===== src/rtl/dvfs_error_tracker.sv =====
`default_nettype none
// ============================================================================
// Module      : dvfs_error_tracker
// Description : Multi-channel pipelined sensor/target error tracker with
//               per-channel EMA filter and hysteretic DVFS level stepping.
// Revision    : 1.0 - initial release
// ============================================================================
module dvfs_error_tracker #(
  parameter int NCH      = 4,
  parameter int DW       = 16,
  parameter int NLVL     = 8,
  parameter int INIT_LVL = 3,
  parameter int ALPHA_SH = 2,
  parameter int HYST     = 16,
  parameter int HOLD     = 2,
  parameter int CHW      = (NCH > 1) ? $clog2(NCH) : 1,
  parameter int LVLW     = $clog2(NLVL)
) (
  input  logic                  clk,
  input  logic                  rst,
  input  logic                  soft_clear,
  input  logic                  in_valid,
  input  logic [CHW-1:0]        in_ch,
  input  logic [DW-1:0]         sensor_data,
  input  logic [DW-1:0]         target_performance,
  output logic                  out_valid,
  output logic [CHW-1:0]        out_ch,
  output logic [DW-1:0]         abs_err,
  output logic [DW:0]           filt_err,
  output logic                  lvl_up,
  output logic                  lvl_dn,
  output logic [NCH*LVLW-1:0]   level_vec,
  output logic                  ch_err
);

  localparam int                     c_hw      = (HOLD > 0) ? $clog2(HOLD + 1) : 1;
  localparam logic [c_hw-1:0]        c_hold    = c_hw'(HOLD);
  localparam logic [LVLW-1:0]        c_init    = LVLW'(INIT_LVL);
  localparam logic [LVLW-1:0]        c_lvl_max = LVLW'(NLVL - 1);
  localparam logic signed [DW+1:0]   c_hyst    = $signed((DW+2)'(HYST));

  // Stage 1: signed error and magnitude
  logic                   w_ch_ok;
  logic signed [DW:0]     w_diff;
  logic        [DW:0]     w_neg;
  logic        [DW-1:0]   w_abs;

  logic                   r_s1_valid;
  logic [CHW-1:0]         r_s1_ch;
  logic signed [DW:0]     r_s1_diff;
  logic [DW-1:0]          r_s1_abs;

  assign w_ch_ok = (int'(in_ch) < NCH);
  assign w_diff  = $signed({1'b0, target_performance}) - $signed({1'b0, sensor_data});
  assign w_neg   = -w_diff;
  assign w_abs   = w_diff[DW] ? w_neg[DW-1:0] : w_diff[DW-1:0];

  always_ff @(posedge clk or posedge rst) begin
    if (rst) begin
      r_s1_valid <= 1'b0;
      r_s1_ch    <= '0;
      r_s1_diff  <= '0;
      r_s1_abs   <= '0;
      ch_err     <= 1'b0;
    end else begin
      r_s1_valid <= in_valid & w_ch_ok & ~soft_clear;
      ch_err     <= in_valid & ~w_ch_ok & ~soft_clear;
      if (in_valid && w_ch_ok) begin
        r_s1_ch   <= in_ch;
        r_s1_diff <= w_diff;
        r_s1_abs  <= w_abs;
      end
    end
  end

  // Per-channel state; stage 2 reads the entry it wrote last cycle, so no bypass
  logic signed [DW:0]     r_filt [NCH];
  logic [c_hw-1:0]        r_hold [NCH];
  logic [LVLW-1:0]        r_lvl  [NCH];

  logic signed [DW:0]     w_f_cur;
  logic signed [DW+1:0]   w_f_ext;
  logic signed [DW+1:0]   w_d_ext;
  logic signed [DW+1:0]   w_delta;
  logic signed [DW+1:0]   w_sum;
  logic signed [DW:0]     w_f_new;
  logic [LVLW-1:0]        w_lvl_cur;
  logic                   w_busy;
  logic                   w_up;
  logic                   w_dn;

  assign w_f_cur   = r_filt[r_s1_ch];
  assign w_f_ext   = {w_f_cur[DW], w_f_cur};
  assign w_d_ext   = {r_s1_diff[DW], r_s1_diff};
  assign w_delta   = w_d_ext - w_f_ext;
  assign w_sum     = w_f_ext + (w_delta >>> ALPHA_SH);
  assign w_f_new   = w_sum[DW:0];
  assign w_lvl_cur = r_lvl[r_s1_ch];
  assign w_busy    = (r_hold[r_s1_ch] != '0);
  assign w_up      = ~w_busy & (w_sum > c_hyst) & (w_lvl_cur < c_lvl_max);
  assign w_dn      = ~w_busy & (w_sum < -c_hyst) & (w_lvl_cur != '0);

  always_ff @(posedge clk or posedge rst) begin
    if (rst) begin
      for (int i = 0; i < NCH; i++) begin
        r_filt[i] <= '0;
        r_hold[i] <= '0;
        r_lvl[i]  <= c_init;
      end
      out_valid <= 1'b0;
      out_ch    <= '0;
      abs_err   <= '0;
      filt_err  <= '0;
      lvl_up    <= 1'b0;
      lvl_dn    <= 1'b0;
    end else if (soft_clear) begin
      for (int i = 0; i < NCH; i++) begin
        r_filt[i] <= '0;
        r_hold[i] <= '0;
        r_lvl[i]  <= c_init;
      end
      out_valid <= 1'b0;
      lvl_up    <= 1'b0;
      lvl_dn    <= 1'b0;
    end else begin
      out_valid <= r_s1_valid;
      lvl_up    <= r_s1_valid & w_up;
      lvl_dn    <= r_s1_valid & w_dn;
      if (r_s1_valid) begin
        out_ch            <= r_s1_ch;
        abs_err           <= r_s1_abs;
        filt_err          <= w_f_new;
        r_filt[r_s1_ch]   <= w_f_new;
        if (w_busy) begin
          r_hold[r_s1_ch] <= r_hold[r_s1_ch] - c_hw'(1);
        end else if (w_up) begin
          r_lvl[r_s1_ch]  <= w_lvl_cur + LVLW'(1);
          r_hold[r_s1_ch] <= c_hold;
        end else if (w_dn) begin
          r_lvl[r_s1_ch]  <= w_lvl_cur - LVLW'(1);
          r_hold[r_s1_ch] <= c_hold;
        end
      end
    end
  end

  for (genvar g = 0; g < NCH; g++) begin : g_lvl
    assign level_vec[g*LVLW +: LVLW] = r_lvl[g];
  end

endmodule
`default_nettype wire


===== config.mk =====
export PLATFORM = sky130hd
export DESIGN_NAME = dvfs_error_tracker
export DESIGN_NICKNAME = d
export VERILOG_FILES = /design/src/rtl/dvfs_error_tracker.sv
export SDC_FILE = /design/constraint.sdc
export NUM_CORES = 1
export LEC_CHECK = 0
export BUFFER_PORTS_ARGS = -buffer_cell sky130_fd_sc_hd__buf_2
export CORE_UTILIZATION = 45
export DETAILED_ROUTE_END_ITERATION = 6
export PLACE_DENSITY = 0.66
export SKIP_LAST_GASP = 1
export SLEW_MARGIN = 10
export SYNTH_ARGS = -nofsm -noshare
export SYNTH_HDL_FRONTEND = slang
export SYNTH_SLANG_ARGS = --single-unit

===== constraint.sdc =====
create_clock -name clk -period 16.96 [get_ports clk]
set_input_delay 4.24 -clock clk [delete_from_list [all_inputs] [get_ports clk]]
set_output_delay 4.24 -clock clk [all_outputs]
set_load 0.005 [all_outputs]

==> results.md <==
* Register area share after synthesis at 41.27%
* Dpl cells at 1,376
* Final worst slack at 9.711 ns
* Layout cell share with drive strength beyond 1 at 17.03%
* Pleak at about 5.2 nW
* Worst slew margin at 22.60%
* Final antenna-violating net count at 0
* CTS tree: done
* Average wire per standard cell at 17.14 um
* Worst skew pair latency at 0.44 ns
* FMAX at 138.0 MHz
* Height of the chip at 149.5 um
* Pre-CTS setup slack at between 9 and 10 ns
* Drt via density at 5.563
* Synth Cell Area at 0.009786 mm^2
* Period minus WS final at between 7 and 8 ns
* Post-Layout Cell Count at 1,408
* Fin. Hold Viols at 0
* CP arrival at approximately 7.6 ns
* Clock Tree Buf Depth at 2
* Slew @ Worst Pin at about 1.2 ns
* Die X at about 150 um
* Synth cell types at 74
* Synth Flop Type: dfrtp_1
* Final setup viols at 0
* VDD IR-drop max at 0.07005 mV
* # hold bufs at CTS at 0
* Final Skew at 0.01204 ns
* Final GP Congestion at 0.8307
* Post-Syn Nets at 1,151
* Initial Utilization at 46.26%
* Fin area at 0.01103 mm^2
* Detailed-placement wirelength estimate at 17,010 um
* Post-CTS Resized at 0
* EDFF count, synth at 0
* Worst Path Required at 17.32 ns
* Clk slew on worst S/H paths at ~0.070 ns
* Syn Area/Cell at 9.275 um^2
* Final net count at 1,216
* Fin crit share at a little over two fifths
* Worst min path class: flip-flop to flip-flop
* Worst setup EP type: flip-flop
* Max cap viols at 0
* Total wire length at 24,130 um
* Synth warn at 0
* Yosys reg bits at 161
* Status: finished clean
* Max H-tree Level at 4
* Core Box Area at 0.02115 mm^2
* Global route overflow at 0
* Most common cell after layout, fill and taps aside: nand2_1
* Core Util, Final at 52.13%
* Vias in the first global route at 7,726
* Critical path class: flip-flop to flip-flop
* Antenna violations before repair at 0
* Cell Pwr Density at 131.1 mW/mm^2
* N_diodes at 0
* Post-synthesis cell count at ~1,100
* Commonest cells after routing, fill and taps aside: nand2_1 (176), dfrtp_1 (152), buf_2 (87)
* Post-CTS Setup Bufs at 0
* Via count at 7,832
* Filler Cell Count at between 1,500 and 2,000
* Clock Tree Root: clkbuf_16
* First-pass GRT wire length at about 39,000 um
* Drc violations at 0
* Site Rows at 53
* Max Slew Vio Count at 0
* RSZ-0062 raised after global routing: no
* Initial drt markers at 519
* Startpoint Class: flip-flop
* Area grow syn2layout at 12.68%
* Port bufs at 87
* Largest net degree at the start of global routing at 86
* Final Power at ~1.4 mW
* Hold slack at 0.4677 ns
* DP Area at 0.01044 mm^2
* Setup TNS at 0 ns
* DIE AREA at 0.02234 mm^2
* CTS buffer count at 17
* Io pins at 89
* Max FO, Critical Path at 26
* Clock Sink Count at 161
* GRT Util Overall at 22.70%
* First drt pass iteration count at 5
* Fraction of registers with async set/reset at 100.0%
[final cells by class]
class / count / area, um^2 / area share (%)
tap: 275 / 344.1 / 3.120
multi-input combinational: 789 / 5344 / 48.46
clock buffer: 17 / 425.4 / 3.858
timing repair buffer: 94 / 488.0 / 4.425
inverter: 57 / 219.0 / 1.986
sequential: 161 / 4040 / 36.64
clock inverter: 15 / 166.4 / 1.509
[registers in the layout (all words and copies together) (netlist names), 2 cells and up]
register   cells
abs_err       16
filt_err      17
level_vec     12
out_ch         2
r_filt        68
r_hold         8
r_s1_abs      15
r_s1_ch        2
r_s1_diff     17
[routing by layer]
| metal | up-vias | GRT usage, % | share of wire [%] |
|---|---|---|---|
| li1 | 3863 | - | - |
| met2 | 182 | 36.94 | 46 |
| met4 | 0 | 6.582 | 1.7 |
| met3 | 30 | 3.567 | 4.5 |
| met1 | 3757 | 31.16 | 48 |
| met5 | - | 0 | 0 |
[worst paths after layout]
check / from / end / slack [ns] / cells after the start
setup / recovery: r_s1_ch[0] / level_vec[9] / 9.71 / 24
hold / removal: abs_err[12] / abs_err[12] / 0.47 / 2
setup reg to reg: r_s1_ch[0] / level_vec[9] / 9.71 / 24
hold reg to reg: abs_err[12] / abs_err[12] / 0.47 / 2
max in group asynchronous: rst / r_filt[47] / 11.52 / 3
min in group asynchronous: rst / level_vec[11] / 3.92 / 2
[worst max-delay path, stage by stage, from the launching register on]
cell and delay, ns:
dfrtp_2 0.55, buf_4 0.46, mux4_2 0.59, inv_1 0.13, ha_1 0.25, o221ai_1 0.12, a21boi_0 0.17, o211a_1 0.26
o211ai_1 0.21, a31oi_1 0.14, o21a_1 0.21, nand2b_1 0.16, a31oi_1 0.23, xnor2_1 0.15, ha_1 0.30, and4_1 0.23
a21oi_1 0.11, o21ai_0 0.15, a2111o_1 0.42, a21oi_1 0.27, o2111ai_1 0.14, nor4b_1 0.82, nand2_1 0.45, a31oi_1 0.30
mux2_2 0.35
[Yosys cell counts, types with 12 or more instances]
| cell type | number | share of area (%) |
|---|---|---|
| a211oi_1 | 12 | 0.92 |
| a21o_1 | 20 | 1.5 |
| a21oi_1 | 57 | 2.9 |
| a22o_1 | 17 | 1.5 |
| a31oi_1 | 14 | 0.89 |
| and2_1 | 13 | 0.83 |
| clkbuf_1 | 40 | 1.5 |
| dfrtp_1 | 153 | 39 |
| ha_1 | 56 | 7.2 |
| inv_1 | 56 | 2.1 |
| mux2_2 | 20 | 2.3 |
| mux4_2 | 20 | 4.6 |
| nand2_1 | 177 | 6.8 |
| nand2b_1 | 14 | 0.89 |
| nor2_1 | 74 | 2.8 |
| nor2b_1 | 12 | 0.77 |
| nor3_1 | 15 | 0.77 |
| o21a_1 | 17 | 1.3 |
| o21ai_0 | 75 | 3.8 |
| xnor2_1 | 30 | 2.7 |
| xor2_1 | 15 | 1.3 |
[where the power goes]
group	total, mW	internal (mW)	switching [mW]
Clock	0.390	0.210	0.180
Sequential	0.494	0.453	0.0407
Combinational	0.562	0.233	0.328
Total	1.45	0.896	0.549
[kinds of logic (layout without fill, tap and decap cells)]
logic type      count (synthesis)  count (layout)  share of synthesized area, %
simple gates                  369             369                         17.45
compound gates                270             270                         17.96
flops                         161             161                         41.27
buf+inv                       105             183                         4.143
fa+ha+maj                      58              58                         7.569
mux                            46              46                         7.531
xor+xnor                       45              45                         4.028
other cells                     1               1                       0.03832
Note: power is estimated with default switching activity, not from simulation.
